`config.mk`:
```
export PLATFORM = sky130hd
export DESIGN_NAME = bus_cycle_ctl
export DESIGN_NICKNAME = d
export VERILOG_FILES = /design/src/rtl/bus_pkg.sv /design/src/rtl/sync_ff2.sv /design/src/rtl/bus_cycle_ctl.sv
export SDC_FILE = /design/constraint.sdc
export NUM_CORES = 1
export LEC_CHECK = 0
export CORE_MARGIN = 8
export CORE_UTILIZATION = 50
export CTS_CLUSTER_DIAMETER = 200
export DETAILED_ROUTE_END_ITERATION = 6
export DONT_BUFFER_PORTS = 1
export SLEW_MARGIN = 20
export SYNTH_ARGS = -nofsm -noshare
export SYNTH_HDL_FRONTEND = slang
export SYNTH_SLANG_ARGS = --single-unit
```
`constraint.sdc`:
```
create_clock -name clk -period 4 [get_ports clk]
set_clock_uncertainty 0.05 [all_clocks]
set_input_delay 0.6 -clock clk [delete_from_list [all_inputs] [get_ports clk]]
set_output_delay 0.6 -clock clk [all_outputs]
set_load 0.005 [all_outputs]
```
`src/rtl/bus_pkg.sv`:
```
// Shared types, region encoding and default timing constants for the
// 68k bus cycle sequencer.
package bus_pkg;

  typedef enum logic [2:0] {
    ST_IDLE,
    ST_REQ,
    ST_WAIT,
    ST_ACK,
    ST_BERR
  } state_t;

  typedef enum logic [2:0] {
    REG_UNMAP = 3'd0,
    REG_RAM   = 3'd1,
    REG_ROM   = 3'd2,
    REG_IO    = 3'd3,
    REG_GFX   = 3'd4,
    REG_CTRL  = 3'd5
  } region_t;

  localparam int ROM_WAIT_DEF = 2;
  localparam int RAM_WAIT_DEF = 1;
  localparam int REG_WAIT_DEF = 0;
  localparam int IO_WAIT_DEF  = 3;
  localparam int GFX_WAIT_DEF = 1;
  localparam int TIMEOUT_DEF  = 255;

  localparam int TIMEOUT_W = 8;
  localparam int WAIT_W    = 8;

  // Mapper chip selects in a fixed order; unmap sits in the MSB.
  typedef struct packed {
    logic unmap;
    logic ram1;
    logic ram2;
    logic rom;
    logic io;
    logic gfx;
    logic ctrl;
    logic pgtbl;
  } cs_t;

  // Anything other than exactly one real chip select is a bus error.
  function automatic region_t cs_decode(input cs_t cs);
    logic [7:0] bits;
    logic [3:0] hits;
    region_t    region;
    bits   = cs;
    hits   = '0;
    region = REG_UNMAP;
    for (int i = 0; i < 8; i++) begin
      hits = hits + {3'b000, bits[i]};
    end
    if (hits == 4'd1 && !cs.unmap) begin
      if (cs.ram1 || cs.ram2) begin
        region = REG_RAM;
      end else if (cs.rom) begin
        region = REG_ROM;
      end else if (cs.io) begin
        region = REG_IO;
      end else if (cs.gfx) begin
        region = REG_GFX;
      end else begin
        region = REG_CTRL;
      end
    end
    return region;
  endfunction

endpackage

```
`src/rtl/sync_ff2.sv`:
```
// Two-flop synchronizer for asynchronous inputs, with the reset value
// chosen so the synchronized signal starts in its inactive level.
module sync_ff2 #(
  parameter int               WIDTH   = 1,
  parameter logic [WIDTH-1:0] RST_VAL = '1
) (
  input  logic             clk,
  input  logic             rst_n,
  input  logic [WIDTH-1:0] d,
  output logic [WIDTH-1:0] q
);

  logic [WIDTH-1:0] meta;

  always_ff @(posedge clk or negedge rst_n) begin
    if (!rst_n) begin
      meta <= RST_VAL;
      q    <= RST_VAL;
    end else begin
      meta <= d;
      q    <= meta;
    end
  end

endmodule

```
`src/rtl/bus_cycle_ctl.sv`:
```
// 68k bus cycle sequencer: enables the mapper, decodes its chip selects,
// inserts wait states and terminates with DTACK or bus error.
// Optional feature macro: BUS_TIMEOUT_EN (forced bus error on a stalled cycle).
module bus_cycle_ctl
  import bus_pkg::*;
#(
  parameter int ROM_WAIT = ROM_WAIT_DEF,
  parameter int RAM_WAIT = RAM_WAIT_DEF,
  parameter int REG_WAIT = REG_WAIT_DEF,
  parameter int IO_WAIT  = IO_WAIT_DEF,
  parameter int GFX_WAIT = GFX_WAIT_DEF,
  parameter int TIMEOUT  = TIMEOUT_DEF
) (
  input  logic clk,
  input  logic rst_n,
  input  logic as_n,
  input  logic pas,
  input  logic csunmap,
  input  logic csram1,
  input  logic csram2,
  input  logic csrom,
  input  logic csio,
  input  logic csgfx,
  input  logic csctrl,
  input  logic cspgtbl,
  input  logic io_ready,
  input  logic gfx_ready,
  output logic map_enable,
  output logic dtack_n,
  output logic berr_n,
  output logic busy
);

  state_t              state;
  region_t             region;
  region_t             hit_region;
  logic [WAIT_W-1:0]   wait_cnt;
  logic [WAIT_W-1:0]   wait_load;
  logic                as_n_sync;
  logic                as_s;
  logic                ready_ok;
  logic                timeout_hit;
  cs_t                 cs_in;

  sync_ff2 #(
    .WIDTH   (1),
    .RST_VAL (1'b1)
  ) u_as_sync (
    .clk   (clk),
    .rst_n (rst_n),
    .d     (as_n),
    .q     (as_n_sync)
  );

  assign as_s = ~as_n_sync;

  assign cs_in = '{
    unmap: csunmap,
    ram1:  csram1,
    ram2:  csram2,
    rom:   csrom,
    io:    csio,
    gfx:   csgfx,
    ctrl:  csctrl,
    pgtbl: cspgtbl
  };

  assign hit_region = cs_decode(cs_in);

  // NOTE: every variable driven here gets a default first so no latch is inferred.
  always_comb begin
    wait_load = '0;
    unique case (hit_region)
      REG_RAM:  wait_load = WAIT_W'(RAM_WAIT);
      REG_ROM:  wait_load = WAIT_W'(ROM_WAIT);
      REG_IO:   wait_load = WAIT_W'(IO_WAIT);
      REG_GFX:  wait_load = WAIT_W'(GFX_WAIT);
      REG_CTRL: wait_load = WAIT_W'(REG_WAIT);
      default:  wait_load = '0;
    endcase
  end

  // Slow devices only finish once their handshake line is up.
  always_comb begin
    ready_ok = 1'b1;
    unique case (region)
      REG_IO:  ready_ok = io_ready;
      REG_GFX: ready_ok = gfx_ready;
      default: ready_ok = 1'b1;
    endcase
  end

`ifdef BUS_TIMEOUT_EN
  logic [TIMEOUT_W-1:0] to_cnt;

  always_ff @(posedge clk or negedge rst_n) begin
    if (!rst_n) begin
      to_cnt <= '0;
    end else if (state == ST_IDLE) begin
      to_cnt <= '0;
    end else if (state == ST_REQ || state == ST_WAIT) begin
      to_cnt <= to_cnt + TIMEOUT_W'(1);
    end
  end

  // Fires on the edge where the count would reach TIMEOUT, i.e. exactly
  // TIMEOUT cycles after leaving IDLE.
  assign timeout_hit = (state == ST_REQ || state == ST_WAIT) &&
                       (to_cnt == TIMEOUT_W'(TIMEOUT - 1));
`else
  assign timeout_hit = 1'b0;
`endif

  // NOTE: sequential state uses non-blocking assignments only, so every
  // register sees the pre-edge values of all the others.
  always_ff @(posedge clk or negedge rst_n) begin
    if (!rst_n) begin
      state      <= ST_IDLE;
      region     <= REG_UNMAP;
      wait_cnt   <= '0;
      map_enable <= 1'b0;
      dtack_n    <= 1'b1;
      berr_n     <= 1'b1;
      busy       <= 1'b0;
    end else begin
      unique case (state)
        ST_IDLE: begin
          if (as_s) begin
            state      <= ST_REQ;
            map_enable <= 1'b1;
            busy       <= 1'b1;
          end
        end

        ST_REQ: begin
          if (!as_s) begin
            state      <= ST_IDLE;
            map_enable <= 1'b0;
            busy       <= 1'b0;
          end else if (timeout_hit) begin
            state  <= ST_BERR;
            berr_n <= 1'b0;
          end else if (pas) begin
            if (hit_region == REG_UNMAP) begin
              state  <= ST_BERR;
              berr_n <= 1'b0;
            end else begin
              state    <= ST_WAIT;
              region   <= hit_region;
              wait_cnt <= wait_load;
            end
          end
        end

        ST_WAIT: begin
          if (!as_s) begin
            state      <= ST_IDLE;
            map_enable <= 1'b0;
            busy       <= 1'b0;
          end else if (timeout_hit) begin
            state  <= ST_BERR;
            berr_n <= 1'b0;
          end else if (wait_cnt != '0) begin
            wait_cnt <= wait_cnt - WAIT_W'(1);
          end else if (ready_ok) begin
            state   <= ST_ACK;
            dtack_n <= 1'b0;
          end
        end

        ST_ACK: begin
          if (!as_s) begin
            state      <= ST_IDLE;
            dtack_n    <= 1'b1;
            map_enable <= 1'b0;
            busy       <= 1'b0;
          end
        end

        ST_BERR: begin
          if (!as_s) begin
            state      <= ST_IDLE;
            berr_n     <= 1'b1;
            map_enable <= 1'b0;
            busy       <= 1'b0;
          end
        end

        default: begin
          state      <= ST_IDLE;
          map_enable <= 1'b0;
          dtack_n    <= 1'b1;
          berr_n     <= 1'b1;
          busy       <= 1'b0;
        end
      endcase
    end
  end

endmodule

```
==> flow_summary.json <==
{
  "status": "finished, final reports clean",
  "crit_chain": "inv_1 > fa_1 > fa_1 > fa_1 > inv_1 > ha_1 > inv_1 > fa_1 > nand3b_4 > nor4b_2 > a21oi_4 > or3_1 > nand3_1",
  "synth_fa_ha_area_frac": 0.109,
  "vias": 972,
  "min_period_ps": 3690,
  "arrival_ps": 3880,
  "first_iter_violations": 22,
  "multi_input_area_um2": 714,
  "synth_seq_cells": 19,
  "clkSinkCount": 19,
  "totalWireLength_mm": 2.51,
  "grt_max_degree": 16,
  "filler_cell_count": 230,
  "routabilityCongestion": 0.816,
  "synth_fp_nets": 158,
  "syn_area_per_cell_um2": 9.71,
  "synth_top_family_by_area": "simple AND/OR/NAND/NOR gates",
  "setup_viol": 0,
  "netlist.area_leader.share": 0.286,
  "die_h_um": 67.2,
  "grt_pass1_vias": 1046,
  "cp.required_ps": 4190,
  "worstSetupEndpointType": "flop",
  "synth_compound_gate_area_share": 0.190,
  "max-slew-margin-rel": 0.532,
  "htreeDepth": 1,
  "r2r-start": "wait_cnt[0]$_DFFE_PN0P_",
  "critPathLaunchType": "primary input",
  "mostFrequentLayoutCells": "20 x inv_1, 20 x nor2_1, 15 x dfrtp_1",
  "final_util": 0.545,
  "r2r_slack_ps": 2060,
  "numCtsBuffers": 3,
  "grt_pass1_wl_mm": 4.54,
  "clock_path_buffers": 2,
  "irDropWorstVdd_v": 0.000213,
  "period_share": 0.923,
  "ys_seq_area_frac": 0.366,
  "path_delay_family": "adder cells",
  "cp_max_fo": 10,
  "slowest_stage": "fa_1",
  "dr.pass1.iters": 4,
  "register_area_um2": 480,
  "drive_above_1_share": 0.153,
  "syn_inst": 135,
  "synth.largest_area_cell": "dfrtp_1",
  "synthTopCellsByArea": "dfrtp_1 29%, dfstp_2 8.0%, fa_1 6.1%, inv_1 5.7%, nor2_1 5.7%",
  "core-area_um2": 2480,
  "placement_rows": 18,
  "clock_latency_ps": 300,
  "avgViaCountPerCell": 5.82,
  "postRouteAntennaNets": 0,
  "hold_path.class": "primary input to asynchronous set/reset pin",
  "rsz0062_at_grt": "false",
  "synth_xor_area_frac": 0,
  "timing.rr.end": "state[0]$_DFFE_PN0P_",
  "synth-simple-area-share": 0.238,
  "place_hpwl_mm": 1.89,
  "drv_slew": 0,
  "diodes": 0,
  "crit_buf_inv": 3,
  "r2r_cells": 7,
  "wl_per_cell_um": 15.0,
  "fmaxAchievable_mhz": 271,
  "dp_worst_setup_slack_ps": -23.7,
  "ios": 18,
  "ys_warn_count": 0,
  "areaGrowthSynthToFinish_pct": 3.05,
  "post-route-worst-setup-slack_ps": 306,
  "grt_use_total": 0.127,
  "port_buffers": 0,
  "static-leakage-power_nw": 0.589,
  "overflow": 0,
  "clockRootBuffer": "clkbuf_4",
  "final_hold_viol_count": 0,
  "start_util": 0.529,
  "ys_types": 40,
  "finalNetCount": 161,
  "path_class": "primary input to flop",
  "cpPeakStageDelay_ps": 540,
  "grt_antenna_before_repair": 0,
  "drv_cap": 0,
  "cts_tree": "yes",
  "critPathMostFrequentCell": "fa_1",
  "syn_area_um2": 1310,
  "power_density_nw_per_um2": 443,
  "die_x_um": 67.2,
  "dieArea_um2": 4520,
  "synthMuxAreaShare": 0.00859,
  "tightest_slew_ps": 700,
  "clk_pin_slew_ps": 110,
  "drcViolationCount": 0
}
-- repair_timing --
| action | 4_1_cts | 5_1_grt |
|---|---|---|
| hold buffers | 1 | 0 |
| hold endpoints to repair | 15 | 0 |
| setup buffers | 0 | 0 |
| gates resized for setup | 0 | 0 |
| endpoints found under the setup margin | 0 | 0 |
-- report_power, final --
part           switching, mW  internal (mW)  leakage (nW)
clock network         0.0605         0.0389        0.0150
registers             0.0673          0.246         0.220
logic                 0.0977         0.0887         0.354
total                  0.225          0.373         0.589
-- routing by layer --
layer	vias up	global-route usage	share of wire
li1	470	-	-
met1	471	0.159	0.47
met2	26	0.207	0.46
met3	5	0.0281	0.057
met4	0	0.0548	0.017
met5	-	0	0
-- sequential cells by signal (all words and copies together), names as in the netlist --
name / cells
busy: 1
dtack_n: 1
region: 3
u_as_sync.meta: 1
wait_cnt: 8
berr_n: 1
state: 3
u_as_sync.q: 1
-- worst max path at each step --
stage / start / end / slack (ps) / cells past startpoint
finish: csunmap / wait_cnt[0]$_DFFE_PN0P_ / 310 / 13
detailed placement: csunmap / wait_cnt[0]$_DFFE_PN0P_ / -20 / 13
floorplan: csunmap / wait_cnt[0]$_DFFE_PN0P_ / 120 / 13
global placement: csunmap / wait_cnt[0]$_DFFE_PN0P_ / 60 / 13
global route: csunmap / wait_cnt[0]$_DFFE_PN0P_ / 160 / 13
CTS: csunmap / wait_cnt[0]$_DFFE_PN0P_ / 280 / 13
-- cells in the mapped netlist, drive strengths merged --
master   number
fa            4
nor4          2
a31o          1
and3          1
o21ai        10
o22ai         2
nor2b         1
and2b         1
mux2          1
dfrtp        15
a21boi        1
a22o          1
ha            5
nand3         4
nand2         4
o41ai         1
nor4b         4
o2111ai       1
dfstp         4
a311oi        2
nor2         20
or3           2
inv          20
buf           4
nor3          2
o21a          1
and3b         1
a31oi         2
nor3b         4
a211oi        1
nand3b        1
a21oi        12
-- cell families (layout without fill, tap and decap cells) --
kind of cell,Yosys count,count (layout)
buffers and inverters,24,26
AO/OA/AOI/OAI,35,35
flip-flops,19,19
adder cells (fa/ha/maj),9,9
multiplexers,1,1
AND/OR/NAND/NOR,47,47
-- final cells by class --
| class | count | share of cell area |
|---|---|---|
| repair buffers | 2 | 0.0130 |
| multi-input cells | 92 | 0.529 |
| inverters | 20 | 0.0556 |
| well taps | 30 | 0.0278 |
| clock buffers | 4 | 0.0194 |
| flip-flops and latches | 19 | 0.356 |
-- per-stage QoR --
step | hold slack (ps) | instances | power [mW] | instance area [um^2] | TNS [ps]
after global placement | 255 | 162 | 0.494 | 1320 | 0
after floorplan | 254 | 135 | 0.467 | 1310 | 0
after detailed placement | 255 | 162 | 0.501 | 1320 | -23.7
final | 76.7 | 167 | 0.599 | 1350 | 0
after global routing | 58.7 | 167 | 0.648 | 1350 | 0
after CTS | 69.7 | 167 | 0.606 | 1350 | 0
-- worst reg2reg max path, cell delays in order (launching register included) --
cell	delay (ps)
dfrtp_1	430
inv_1	100
ha_1	160
nor3b_2	270
nand2_1	120
a311oi_1	450
nor3b_1	100
nor4_1	180
Power figures use the tool's default switching activity.
